### src/rtl/prbs_galois_link.sv
// Galois PRBS link-test block: generator with corruption injection feeding a
// self-synchronising checker with hysteretic lock and saturating error count.
module prbs_galois_link #(
  parameter int unsigned      WIDTH        = 8,
  parameter logic [WIDTH-1:0] POLY         = WIDTH'('hB8),
  parameter logic [WIDTH-1:0] DEFAULT_SEED = WIDTH'(1),
  parameter int unsigned      LOCK_CNT     = 5,
  parameter int unsigned      UNLOCK_CNT   = 3,
  parameter int unsigned      ERR_W        = 16
) (
  input  logic             clk,
  input  logic             i_rst,
  input  logic             i_soft_reset,
  input  logic             i_valid,
  input  logic [WIDTH-1:0] i_seed,
  input  logic             i_corrupt,
  output logic [WIDTH-1:0] o_data,
  output logic             o_valid,
  output logic             o_lock,
  output logic [ERR_W-1:0] o_err_count
);

  localparam int unsigned      MATCH_W = $clog2(LOCK_CNT + 1);
  localparam int unsigned      MISS_W  = $clog2(UNLOCK_CNT + 1);
  localparam logic [ERR_W-1:0] ERR_MAX = '1;

  typedef enum logic {ST_UNLOCKED, ST_LOCKED} state_t;

  // Galois next-state: right shift, fold in taps when the LSB falls out
  function automatic logic [WIDTH-1:0] nxt(input logic [WIDTH-1:0] s);
    return (s >> 1) ^ (s[0] ? POLY : '0);
  endfunction

  logic [WIDTH-1:0]   r_gen;
  logic [WIDTH-1:0]   r_data;
  logic               r_valid;
  state_t             r_state;
  logic [WIDTH-1:0]   r_chk;
  logic [MATCH_W-1:0] r_match;
  logic [MISS_W-1:0]  r_miss;
  logic               r_lock;
  logic [ERR_W-1:0]   r_err;

  state_t             w_state_nxt;
  logic [WIDTH-1:0]   w_chk_nxt;
  logic [MATCH_W-1:0] w_match_nxt;
  logic [MISS_W-1:0]  w_miss_nxt;
  logic               w_lock_nxt;
  logic [ERR_W-1:0]   w_err_nxt;
  logic [WIDTH-1:0]   w_seed;
  logic [WIDTH-1:0]   w_corrupt_mask;
  logic               w_rx_match;

  // An all-zero seed would lock the LFSR up, so substitute the default
  assign w_seed         = (i_seed == '0) ? DEFAULT_SEED : i_seed;
  assign w_corrupt_mask = {{(WIDTH-1){1'b0}}, i_corrupt};
  assign w_rx_match     = (r_data == r_chk);

  // Generator: emits one word per valid cycle, reloads on soft reset
  always_ff @(posedge clk or posedge i_rst) begin
    if (i_rst) begin
      r_gen   <= DEFAULT_SEED;
      r_data  <= '0;
      r_valid <= 1'b0;
    end else if (i_soft_reset) begin
      r_gen   <= w_seed;
      r_valid <= 1'b0;
    end else if (i_valid) begin
      r_data  <= r_gen ^ w_corrupt_mask;
      r_valid <= 1'b1;
      r_gen   <= nxt(r_gen);
    end else begin
      r_valid <= 1'b0;
    end
  end

  // Checker state register
  always_ff @(posedge clk or posedge i_rst) begin
    if (i_rst) begin
      r_state <= ST_UNLOCKED;
      r_chk   <= '0;
      r_match <= '0;
      r_miss  <= '0;
      r_lock  <= 1'b0;
      r_err   <= '0;
    end else begin
      r_state <= w_state_nxt;
      r_chk   <= w_chk_nxt;
      r_match <= w_match_nxt;
      r_miss  <= w_miss_nxt;
      r_lock  <= w_lock_nxt;
      r_err   <= w_err_nxt;
    end
  end

  // Checker next-state: re-seed from the line while unlocked, flywheel once locked
  always_comb begin
    w_state_nxt = r_state;
    w_chk_nxt   = r_chk;
    w_match_nxt = r_match;
    w_miss_nxt  = r_miss;
    w_lock_nxt  = r_lock;
    w_err_nxt   = r_err;
    if (i_soft_reset) begin
      w_state_nxt = ST_UNLOCKED;
      w_chk_nxt   = '0;
      w_match_nxt = '0;
      w_miss_nxt  = '0;
      w_lock_nxt  = 1'b0;
      w_err_nxt   = '0;
    end else if (r_valid) begin
      case (r_state)
        ST_UNLOCKED: begin
          w_chk_nxt = nxt(r_data);
          if (w_rx_match) begin
            if (r_match == MATCH_W'(LOCK_CNT - 1)) begin
              w_state_nxt = ST_LOCKED;
              w_lock_nxt  = 1'b1;
              w_miss_nxt  = '0;
              w_match_nxt = '0;
            end else begin
              w_match_nxt = MATCH_W'(r_match + 1'b1);
            end
          end else begin
            w_match_nxt = '0;
          end
        end
        ST_LOCKED: begin
          w_chk_nxt = nxt(r_chk);
          if (w_rx_match) begin
            w_miss_nxt = '0;
          end else begin
            if (r_err != ERR_MAX) w_err_nxt = ERR_W'(r_err + 1'b1);
            if (r_miss == MISS_W'(UNLOCK_CNT - 1)) begin
              w_state_nxt = ST_UNLOCKED;
              w_lock_nxt  = 1'b0;
              w_match_nxt = '0;
              w_miss_nxt  = '0;
            end else begin
              w_miss_nxt = MISS_W'(r_miss + 1'b1);
            end
          end
        end
        default: w_state_nxt = ST_UNLOCKED;
      endcase
    end
  end

  assign o_data      = r_data;
  assign o_valid     = r_valid;
  assign o_lock      = r_lock;
  assign o_err_count = r_err;

endmodule

### config.mk
export PLATFORM = sky130hd
export DESIGN_NAME = prbs_galois_link
export DESIGN_NICKNAME = d
export VERILOG_FILES = /design/src/rtl/prbs_galois_link.sv
export SDC_FILE = /design/constraint.sdc
export NUM_CORES = 1
export LEC_CHECK = 0
export ABC_CLOCK_PERIOD_IN_PS = 2400
export BUFFER_PORTS_ARGS = -buffer_cell sky130_fd_sc_hd__buf_2
export CELL_PAD_IN_SITES_DETAIL_PLACEMENT = 1
export CELL_PAD_IN_SITES_GLOBAL_PLACEMENT = 1
export CORE_UTILIZATION = 45
export CTS_BUF_LIST = sky130_fd_sc_hd__clkbuf_8
export DETAILED_ROUTE_END_ITERATION = 8
export PLACE_DENSITY = 0.91
export SYNTH_ARGS = -nofsm -noshare
export SYNTH_HDL_FRONTEND = slang
export SYNTH_SLANG_ARGS = --single-unit
### constraint.sdc
create_clock -name clk -period 2.4 [get_ports clk]
set_input_delay 0.48 -clock clk [delete_from_list [all_inputs] [get_ports clk]]
set_output_delay 0.48 -clock clk [all_outputs]
set_load 0.005 [all_outputs]
### After elaboration in Yosys (flattened, before gate mapping)

Cells that the tools add are included.
W data, S select, Z words.

* add/sub/neg operators: 3
* eq/ne operators: 9
* multiplexer cells: 44
* bitwise logic cells: 6
* reductions and logical operators: 10

Operators by type and width (count)
* $mux W16: 5
* $mux W8: 8
* $xor A7 B8 Y8: 3
* $mux W3: 6
* $add A16 B1 Y16 const B: 1
* $ne A16 B16 Y1 const B: 1
* $pmux W8 S2: 1
* $mux W1: 14
* $mux W2: 6
* $ne A3 B3 Y1 const B: 3
* $eq A8 B8 Y1: 1
* $logic_not A8 Y1: 1
* $reduce_bool A2 Y1: 4
* $xor A8 B1 Y8: 1
* $pmux W3 S2: 1
* $reduce_and A3 Y1: 2
* $reduce_and A5 Y1: 1
* $pmux W1 S2: 2
* $pmux W2 S2: 1
* $reduce_and A4 Y1: 1
* $add A3 B1 Y3 const B: 1
* $eq A3 B3 Y1 const B: 1
* $ne A3 B2 Y1 const B: 1
* $add A2 B1 Y2 const B: 1
* 4 further kinds: 5

* bits in registers: 48

### Logic depth before layout (Yosys ltp)

Gate-level depths: netlist (run 1).

* word-level depth: 6
* gate-level depth with buffers: 8
* gate-level depth less buffers: 6

### Worst setup path before layout (run 1)

Ideal clock, no wire load.

* path type: reg-to-reg
* from: register r_err[0], in the netlist o_err_count[0]
* to: register r_err[14], in the netlist o_err_count[14]
* library setup time: 0.077 ns
* arrival: 1.892 ns
* required time: 2.323 ns
* path slack: 0.431 ns
* stages on the path, launching flop included: 7
* path buffers: 0
* cell sequence: dfrtp_1 -> ha_1 -> nand2_1 -> or3_4 -> or3_1 -> or4_1 -> a21oi_1

* cells in the longest elaborated chain, start to end: 6

RTL lines
* start: declaration: RTL line 42 `logic [ERR_W-1:0] r_err;`
* start signal: assignment: RTL line 92 `r_err <= w_err_nxt;`
* $add A16 B1 Y16: RTL line 133 `if (r_err != ERR_MAX) w_err_nxt = ERR_W'(r_err + 1'b1);`
* $mux W16: RTL line 133
* $mux W16: RTL line 130 `if (w_rx_match) begin`
* $mux W16: RTL line 112 `case (r_state)`
* $mux W16: RTL line 111 `end else if (r_valid) begin`
* $mux W16: RTL line 104 `if (i_soft_reset) begin`

Several ways; a longest one is shown, not always the timed one. The select of a mux whose other input is x is not followed.
A chain may end at the register's enable or synchronous reset.

### Final worst setup path (run 1)

Same ends and word-level chain as after synthesis.

==> results of run 1 <==
cell type report:
| class | count | share of cell area |
|---|---|---|
| Clock buffer | 5 | 0.0228 |
| Clock inverter | 3 | 0.00788 |
| Inverter | 8 | 0.00995 |
| Multi-Input combinational cell | 200 | 0.439 |
| Sequential cell | 48 | 0.398 |
| Tap cell | 72 | 0.0299 |
| Timing Repair Buffer | 48 | 0.0920 |
critical path: stages (launching register included):
cell and delay (ns):
dfrtp_1 0.43, ha_1 0.19, nand2_1 0.09, or3_4 0.41, or3_1 0.41, or4_1 0.42
a21oi_1 0.20
registers in the layout, indices dropped and copies added (netlist names):
signal / flops
r_state: 1
r_gen: 8
r_match: 3
o_data: 8
o_lock: 1
r_chk: 8
o_valid: 1
o_err_count: 16
r_miss: 2
per-layer routing:
| layer | up-vias | part of all wire | routed length (µm) | global-route usage |
|---|---|---|---|---|
| met5 | - | 0 | 0 | 0 |
| met4 | 0 | 0.011 | 76 | 0.0815 |
| met3 | 8 | 0.033 | 235 | 0.0345 |
| met2 | 43 | 0.50 | 3610 | 0.424 |
| met1 | 1135 | 0.45 | 3240 | 0.311 |
| li1 | 1057 | - | - | - |
how the worst min path moves through the flow:
stage                             endpoint  cells after the start
3_3_place_gp         o_data[3]$_DFFE_PP0P_                      1
3_5_place_dp   o_err_count[12]$_DFFE_PP0P_                      2
6_report              r_gen[2]$_DFFE_PP0P_                      2
2_1_floorplan        o_data[3]$_DFFE_PP0P_                      1
4_1_cts               r_gen[2]$_DFFE_PP0P_                      2
5_1_grt               r_gen[2]$_DFFE_PP0P_                      2
layout by cell type, fill, tap and decap left out, types with 2 or more instances in the layout:
| cell | synthesis | layout |
|---|---|---|
| nor2_1 | 19 | 19 |
| buf_2 | 5 | 38 |
| nor2b_1 | 5 | 5 |
| nand2_1 | 25 | 25 |
| buf_4 | 1 | 9 |
| mux2i_1 | 15 | 15 |
| o211ai_1 | 2 | 2 |
| xnor2_1 | 15 | 15 |
| ha_1 | 3 | 3 |
| or3_1 | 4 | 4 |
| clkbuf_8 | 0 | 5 |
| inv_1 | 8 | 7 |
| nand3_1 | 7 | 7 |
| a21oi_1 | 17 | 17 |
| mux2_2 | 10 | 10 |
| nand4_1 | 6 | 6 |
| nor3_1 | 4 | 4 |
| clkinvlp_4 | 0 | 2 |
| or4_1 | 8 | 8 |
| a211oi_1 | 6 | 6 |
| o21ai_0 | 18 | 18 |
| o31ai_1 | 9 | 9 |
| nor4_1 | 4 | 4 |
| xor2_1 | 3 | 3 |
| a21o_1 | 2 | 2 |
| dfrtp_1 | 47 | 47 |
| o21a_1 | 2 | 2 |
Yosys cell counts (2+ instances only):
cell type / number
ha_1: 3
a211oi_1: 6
nand4_1: 6
buf_2: 5
nand3_1: 7
or3_1: 4
buf_6: 2
o21ai_0: 18
nor4_1: 4
o21a_1: 2
nor2b_1: 5
mux2i_1: 15
buf_1: 3
a21oi_1: 17
clkbuf_1: 7
xor2_1: 3
o211ai_1: 2
nor2_1: 19
nor3_1: 4
mux2_2: 10
nand2_1: 25
a21o_1: 2
dfrtp_1: 47
or4_1: 8
xnor2_1: 15
inv_1: 8
o31ai_1: 9
through the flow:
step / cells / util / instance area, µm² / power [mW] / setup WS [ns]
2_1_floorplan: 274 / - / 2650 / 1.13 / 0.431
3_3_place_gp: 376 / 0.522 / 2930 / 1.22 / 0.387
3_5_place_dp: 376 / 0.522 / 2930 / 1.24 / 0.255
4_1_cts: 384 / 0.538 / 3020 / 1.75 / 0.157
5_1_grt: 384 / 0.538 / 3020 / 1.81 / 0.0555
6_report: 384 / 0.538 / 3020 / 1.74 / 0.165
power by group through the flow:
stage	Clock (mW)	Sequential (mW)	Combinational, mW
finish	0.514	0.945	0.283
global route	0.541	0.952	0.312
CTS	0.516	0.944	0.287
detailed placement	0	0.959	0.281
global placement	0	0.950	0.265
floorplan	0	0.928	0.204
cell families (layout without fill, tap and decap cells):
| group | count (synthesis) | count (layout) | synth area share |
|---|---|---|---|
| simple gates | 93 | 93 | 0.186 |
| compound gates | 61 | 61 | 0.142 |
| flops | 48 | 48 | 0.454 |
| buf+inv | 26 | 64 | 0.0463 |
| mux | 25 | 25 | 0.0991 |
| xor+xnor | 18 | 18 | 0.0595 |
| fa+ha+maj | 3 | 3 | 0.0142 |
==> results.cfg, run 1 <==
[floorplanning]
die_y_um = 78.7
dieWidth_um = 78.7
start_util = 0.473
die_area_um2 = 6200
rows = 27
io_pins = 39
core_area_um2 = 5610

[power_and_ir_drop]
clockPowerShare = 0.295
p_int_mw = 1.21
pwr-share-comb = 0.162
seq_power_share = 0.542
ir_drop_mv = 0.272
p_switching_mw = 0.533
p_leak_nw = 1.28
power.density_nw_per_um2 = 577
netSwitchingFraction = 0.306

[worst_setup_path]
end_kind = flop
reg2reg_depth = 6
reg2reg_to = o_err_count[14]$_DFFE_PP0P_
cp-startpoint = o_err_count[0]$_DFFE_PP0P_
crit_fanout = 5
reg2reg_slack_ns = 0.17
start_kind = flop
cp_data_required_time_ns = 2.63
path_class = flop to flop
cp-endpoint = o_err_count[14]$_DFFE_PP0P_
regToRegStartpoint = o_err_count[0]$_DFFE_PP0P_
crit_arrival_ns = 2.46

[synth]
synthCells = 274
yosys_warnings = 0
ys_ff_latch = 48
synthTopCellsByArea = dfrtp_1 (44%), mux2i_1 (5.7%), xnor2_1 (5.0%)
syn_area_per_cell_um2 = 9.67
synth_top_area_cell = dfrtp_1
synth_edf_count = 0
synth_cell_type_count = 45
mappedNetlistArea_um2 = 2650
yosys_most_used_dff = dfrtp_1
async_flop_share = 1.00
netlist.area_leader.share = 0.444
yosysSeqAreaShare = 0.454
syn_nets = 290

[cts]
clock_sinks = 48
cts_tree = done
cts.clk_slew.worst_paths_ns = 0.10
cts-root-buf = clkbuf_8
post_cts_buffers = 0
cts_max_level = 2
cts_buffer_depth = 2
cts_hold_buf = 0
cts_made_buffers = 5
ctsResizeCount = 0
insertion_delay_ns = 0.31

[global_route]
grt_pass1_wl_um = 11600
grt_max_degree = 27
antenna_found_initial = 0
overflow = 0
first_global_vias = 2322
grt_util_all_layers = 0.244

[cells_and_area]
insertedDiodeCount = 0
multi_input_area_um2 = 1330
area_growth_syn_to_layout_pct = 13.9
layout.nets = 327
fill_cells = 693
regArea_um2 = 1200
layout-drive-gt1-share = 0.237

[routing]
drt_iter0_markers = 95
vias = 2243
drc = 0
drtPass1Iterations = 4
antenna_left = 0
post_drt_via_cell_ratio = 5.84
wire_per_inst_um = 18.6
routed_wl_um = 7160

[sta]
rsz0062_at_grt = no
period_needed_ns = 2.23
whs_ns = 0.185
final-setup-viol-count = 0
clock_skew_ns = 0.00813
worst_pin_slew_ns = 0.604
timing.fmax_ghz = 0.448
slew_headroom = 0.596
slew_viol_final = 0
fin_tns_setup_ns = 0
finalHoldViolations = 0
finalCritPeriodShare = 0.931

[status]
status = complete, no violations

[place]
hpwl_um = 4960
gp_congestion = 0.820
io_buffer_count = 38

[worst_hold_path]
hold_class = primary input to async pin

[flow_run]
drv_cap = 0
(Power assumes the default switching activity.)
==> run 2, diff against run 1 <==
--- a/config.mk
+++ b/config.mk
@@ -13,6 +13,7 @@
 export CTS_BUF_LIST = sky130_fd_sc_hd__clkbuf_8
 export DETAILED_ROUTE_END_ITERATION = 8
 export PLACE_DENSITY = 0.91
+export REMOVE_ABC_BUFFERS = 1
 export SYNTH_ARGS = -nofsm -noshare
 export SYNTH_HDL_FRONTEND = slang
 export SYNTH_SLANG_ARGS = --single-unit
==> results.cfg, run 2 (synthesis gave the netlist of run 1 again) <==
[status]
status = complete, no violations

[cells_and_area]
final_area_um2 = 3020
largest_reg_flops = 16
regArea_um2 = 1200
layout-drive-gt1-share = 0.235
layout.nets = 326
multi_input_area_um2 = 1330
layout_commonest_cell = dfrtp_1
area_growth_syn_to_layout_pct = 14.0
fill_cells = 686
final_cells = 383
insertedDiodeCount = 0
layout_common_cells = dfrtp_1 (47), buf_2 (38), nand2_1 (25), nor2_1 (19), o21ai_0 (18)

[floorplanning]
io_pins = 39
die_y_um = 78.7
dieWidth_um = 78.7
die_area_um2 = 6200
core_area_um2 = 5610
rows = 27
start_util = 0.473

[worst_setup_path]
reg2reg_depth = 5
regToRegStartpoint = o_data[0]$_DFFE_PP0P_
crit_cells = 5
cp.buffers_inverters = 0
cp_data_required_time_ns = 2.61
reg2reg_slack_ns = 0.20
reg2reg_to = o_err_count[10]$_DFFE_PP0P_
crit_arrival_ns = 2.41
crit_fanout = 10
path_delay_family = compound AO/OA/AOI/OAI gates
cp-endpoint = o_err_count[10]$_DFFE_PP0P_
path_class = flop to flop
slowest_stage = o21ai_1
start_kind = flop
cp-startpoint = o_data[0]$_DFFE_PP0P_
critPathMaxStageDelay_ns = 0.66
path_cells = xnor2_1 > nand4_1 > o21ai_1 > nor4b_1 > mux2_2
end_kind = flop

[sta]
finalHoldViolations = 0
whs_ns = 0.313
rsz0062_at_grt = no
finalCritPeriodShare = 0.917
slew_headroom = 0.513
clock_skew_ns = 0.00538
final-setup-viol-count = 0
worst_pin_slew_ns = 0.725
period_needed_ns = 2.20
fin_tns_setup_ns = 0
timing.fmax_ghz = 0.455
slew_viol_final = 0

[power_and_ir_drop]
p_switching_mw = 0.525
seq_power_share = 0.512
p_int_mw = 1.32
p_leak_nw = 1.29
power.density_nw_per_um2 = 609
ir_drop_mv = 0.336
pwr-share-comb = 0.152
clockPowerShare = 0.336
netSwitchingFraction = 0.285
total_power_mw = 1.84

[routing]
drc = 0
vias = 2247
post_drt_via_cell_ratio = 5.87
drtPass1Iterations = 4
routed_wl_um = 6990
antenna_left = 0
wire_per_inst_um = 18.2
drt_iter0_markers = 128

[cts]
cts.clk_slew.worst_paths_ns = 0.10
cts_hold_buf = 0
cts-root-buf = clkbuf_8
cts_buffer_depth = 2
cts_max_level = 2
cts_made_buffers = 5
post_cts_buffers = 0
insertion_delay_ns = 0.31
cts_tree = done
clock_sinks = 48
ctsResizeCount = 0

[global_route]
antenna_found_initial = 0
grt_pass1_wl_um = 11700
grt_max_degree = 49
grt_util_all_layers = 0.245
overflow = 0
first_global_vias = 2329

[place]
postPlaceCellArea_um2 = 2910
gp_congestion = 0.794
placedCellCount = 375
hpwl_um = 4900
io_buffer_count = 38

[worst_hold_path]
hold_class = primary input to async pin

[flow_run]
drv_cap = 0
## run 2: cell types whose count changed in the layout (fill, tap and decap cells not counted), sizes merged
| cell | before | now |
|---|---|---|
| clkinvlp | 2 | 1 |
| clkinv | 1 | 0 |
| buf | 48 | 47 |
| inv | 8 | 9 |
| bufinv | 0 | 1 |
## run 2: worst min path at each step
stage               slack (ns)                  from                    endpoint
CTS                       0.34                 i_rst        r_gen[1]$_DFFE_PP0P_
finish                    0.31                 i_rst  o_err_count[8]$_DFFE_PP0P_
global placement          0.53  r_gen[2]$_DFFE_PP0P_       o_data[2]$_DFFE_PP0P_
detailed placement        0.54  r_gen[3]$_DFFE_PP0P_       o_data[3]$_DFFE_PP0P_
global route              0.37                 i_rst        r_gen[1]$_DFFE_PP0P_
floorplan                 0.50  r_gen[3]$_DFFE_PP0P_       o_data[3]$_DFFE_PP0P_
## run 2: routing by layer
metal | GRT usage | share of wire
met1 | 0.313 | 0.43
met2 | 0.410 | 0.52
met3 | 0.0448 | 0.025
met4 | 0.0926 | 0.024
met5 | 0 | 0
## run 2: power by group through the flow
stage	registers, mW	clock network [mW]	logic (mW)
after floorplan	0.942	0	0.170
final	0.942	0.619	0.279
after detailed placement	0.958	0	0.279
after CTS	0.943	0.628	0.283
after global routing	0.953	0.652	0.310
after global placement	0.950	0	0.262
## run 2: worst reg2reg max path, cell delays in order (launching register included)
cell and delay [ns]:
dfrtp_1 0.49, xnor2_1 0.21, nand4_1 0.25, o21ai_1 0.66, nor4b_1 0.17, mux2_2 0.31
## run 2: stage by stage
stage	setup slack (ns)	utilization
2_1_floorplan	0.131	-
3_3_place_gp	0.401	0.518
3_5_place_dp	0.232	0.518
4_1_cts	0.190	0.539
5_1_grt	0.0517	0.539
6_report	0.200	0.539
## run 2: cell type report
| type | instances | area share |
|---|---|---|
| well taps | 72 | 0.0298 |
| repair buffers | 47 | 0.0853 |
| multi-input cells | 200 | 0.439 |
| clock inverters | 3 | 0.0153 |
| inverters | 8 | 0.00994 |
| clock buffers | 5 | 0.0228 |
| flip-flops and latches | 48 | 0.398 |
==> run 3, diff against run 2 <==
==> config.mk (replaced) <==
export PLATFORM = sky130hd
export DESIGN_NAME = prbs_galois_link
export DESIGN_NICKNAME = d
export VERILOG_FILES = /design/src/rtl/prbs_galois_link.sv
export SDC_FILE = /design/constraint.sdc
export NUM_CORES = 1
export LEC_CHECK = 0
export ABC_CLOCK_PERIOD_IN_PS = 2000
export BUFFER_PORTS_ARGS = -buffer_cell sky130_fd_sc_hd__buf_2
export CELL_PAD_IN_SITES_DETAIL_PLACEMENT = 1
export CELL_PAD_IN_SITES_GLOBAL_PLACEMENT = 1
export CORE_MARGIN = 4
export CORE_UTILIZATION = 41
export CTS_BUF_LIST = sky130_fd_sc_hd__clkbuf_8
export DETAILED_ROUTE_END_ITERATION = 8
export PLACE_DENSITY = 0.88
export SYNTH_ARGS = -nofsm -noshare
export SYNTH_HDL_FRONTEND = slang
export SYNTH_SLANG_ARGS = --single-unit
==> constraint.sdc (replaced) <==
create_clock -name clk -period 2 [get_ports clk]
set_input_delay 0.4 -clock clk [delete_from_list [all_inputs] [get_ports clk]]
set_output_delay 0.4 -clock clk [all_outputs]
set_load 0.005 [all_outputs]
==> results.cfg, run 3 (synthesis gave the netlist of run 1 again) <==
[floorplanning]
core_area_um2 = 6310
dieWidth_um = 88.4
rows = 29
die_y_um = 88.4
die_area_um2 = 7810
io_pins = 39
start_util = 0.420

[worst_hold_path]
hold_class = primary input to async pin

[routing]
wire_per_inst_um = 16.0
drc = 0
antenna_left = 0
drt_iter0_markers = 87
vias = 2262
post_drt_via_cell_ratio = 5.59
routed_wl_um = 6490
drtPass1Iterations = 4

[worst_setup_path]
reg2reg_to = o_err_count[14]$_DFFE_PP0P_
slowest_stage = or4_4
cp_data_required_time_ns = 2.24
cpMostUsedCell = or3_4
end_kind = flop
reg2reg_depth = 6
path_cells = ha_2 > nand2_2 > or3_4 > or3_4 > or4_4 > a21oi_2
critPathMaxStageDelay_ns = 0.42
regToRegStartpoint = o_err_count[0]$_DFFE_PP0P_
reg2reg_slack_ns = 0.02
start_kind = flop
crit_fanout = 5
path_class = flop to flop
crit_arrival_ns = 2.21

[cells_and_area]
layout_common_cells = dfrtp_1 (47), buf_2 (38), nand2_1 (24), buf_4 (24), nor2_1 (19)
final_util = 0.502
layout.nets = 343
layout-drive-gt1-share = 0.284
fill_cells = 720
insertedDiodeCount = 0
largest_reg_flops = 16
area_growth_syn_to_layout_pct = 19.7
layout_commonest_cell = dfrtp_1

[place]
hpwl_um = 4870
gp_congestion = 0.788
io_buffer_count = 38
dp_slack_ns = -0.00947

[power_and_ir_drop]
p_leak_nw = 1.38
total_power_mw = 2.06
power.density_nw_per_um2 = 650
p_switching_mw = 0.568
seq_power_share = 0.541
p_int_mw = 1.49
netSwitchingFraction = 0.275
ir_drop_mv = 0.501
pwr-share-comb = 0.175
clockPowerShare = 0.284

[cts]
cts-root-buf = clkbuf_8
clock_sinks = 48
cts_made_buffers = 5
insertion_delay_ns = 0.30
cts_tree = done
cts_buffer_depth = 2
cts_max_level = 2
cts.clk_slew.worst_paths_ns = 0.09

[sta]
finalCritPeriodShare = 0.988
slew_headroom = 0.665
finalHoldViolations = 0
worst_pin_slew_ns = 0.502
period_needed_ns = 1.98
worst_slack_ns = 0.0244
timing.fmax_ghz = 0.506
slew_viol_final = 0
rsz0062_at_grt = yes
clock_skew_ns = 0.0105
final-setup-viol-count = 0

[global_route]
overflow = 0
first_global_vias = 2371
grt_max_degree = 29
grt_pass1_wl_um = 11300
grt_util_all_layers = 0.183
antenna_found_initial = 0

[flow_run]
drv_cap = 0

[status]
status = complete, no violations
[run 3: repair_timing]
item	CTS	global route
hold buffers	0	0
setup endpoints to repair	1	1
setup buffers	1	0
resized for setup	3	2
pin swaps	1	4
[run 3: final cells by class]
| type | instances | area [µm²] | area share |
|---|---|---|---|
| multi-input cells | 200 | 1340 | 0.423 |
| flip-flops and latches | 48 | 1200 | 0.379 |
| repair buffers | 64 | 410 | 0.129 |
| well taps | 77 | 96.3 | 0.0304 |
| clock buffers | 6 | 82.6 | 0.0260 |
| inverters | 8 | 30.0 | 0.00947 |
| clock inverters | 2 | 7.51 | 0.00237 |
[run 3: critical path: cells and delay by family, from the launching register on]
| family | cells | cell delay (ns) |
|---|---|---|
| AND/OR/NAND/NOR | 4 | 1.22 |
| adder cells (fa/ha/maj) | 1 | 0.19 |
| AO/OA/AOI/OAI | 1 | 0.13 |
| flip-flops | 1 | 0.37 |
[run 3: metrics by stage]
stage                     hold WS (ns)  setup TNS (ns)  std cells  cell area [µm²]
final                            0.118               0        405             3170
after global routing             0.157         -0.0544        405             3170
after CTS                        0.132        -0.00176        405             3160
after detailed placement         0.460        -0.00947        396             3060
after global placement           0.453               0        396             3060
after floorplan                  0.496               0        274             2650
[run 3: routing by layer]
| layer | global-route usage | wire length, µm |
|---|---|---|
| met5 | 0 | 0 |
| met4 | 0.0330 | 36 |
| met3 | 0.0279 | 210 |
| met2 | 0.345 | 3500 |
| met1 | 0.220 | 2740 |
[run 3: worst max path at each step]
stage               cells past startpoint                       start                     endpoint
finish                                  6  o_err_count[0]$_DFFE_PP0P_  o_err_count[14]$_DFFE_PP0P_
global route                            6  o_err_count[1]$_DFFE_PP0P_  o_err_count[14]$_DFFE_PP0P_
CTS                                     6  o_err_count[0]$_DFFE_PP0P_  o_err_count[14]$_DFFE_PP0P_
detailed placement                      6  o_err_count[1]$_DFFE_PP0P_  o_err_count[14]$_DFFE_PP0P_
global placement                        6  o_err_count[0]$_DFFE_PP0P_  o_err_count[14]$_DFFE_PP0P_
floorplan                               6  o_err_count[0]$_DFFE_PP0P_  o_err_count[14]$_DFFE_PP0P_
[run 3: power by group through the flow]
stage	combinational, mW	clock, mW	sequential [mW]
5_1_grt	0.410	0.654	1.13
4_1_cts	0.371	0.610	1.12
6_report	0.361	0.585	1.11
3_3_place_gp	0.352	0	1.13
3_5_place_dp	0.369	0	1.14
2_1_floorplan	0.245	0	1.11
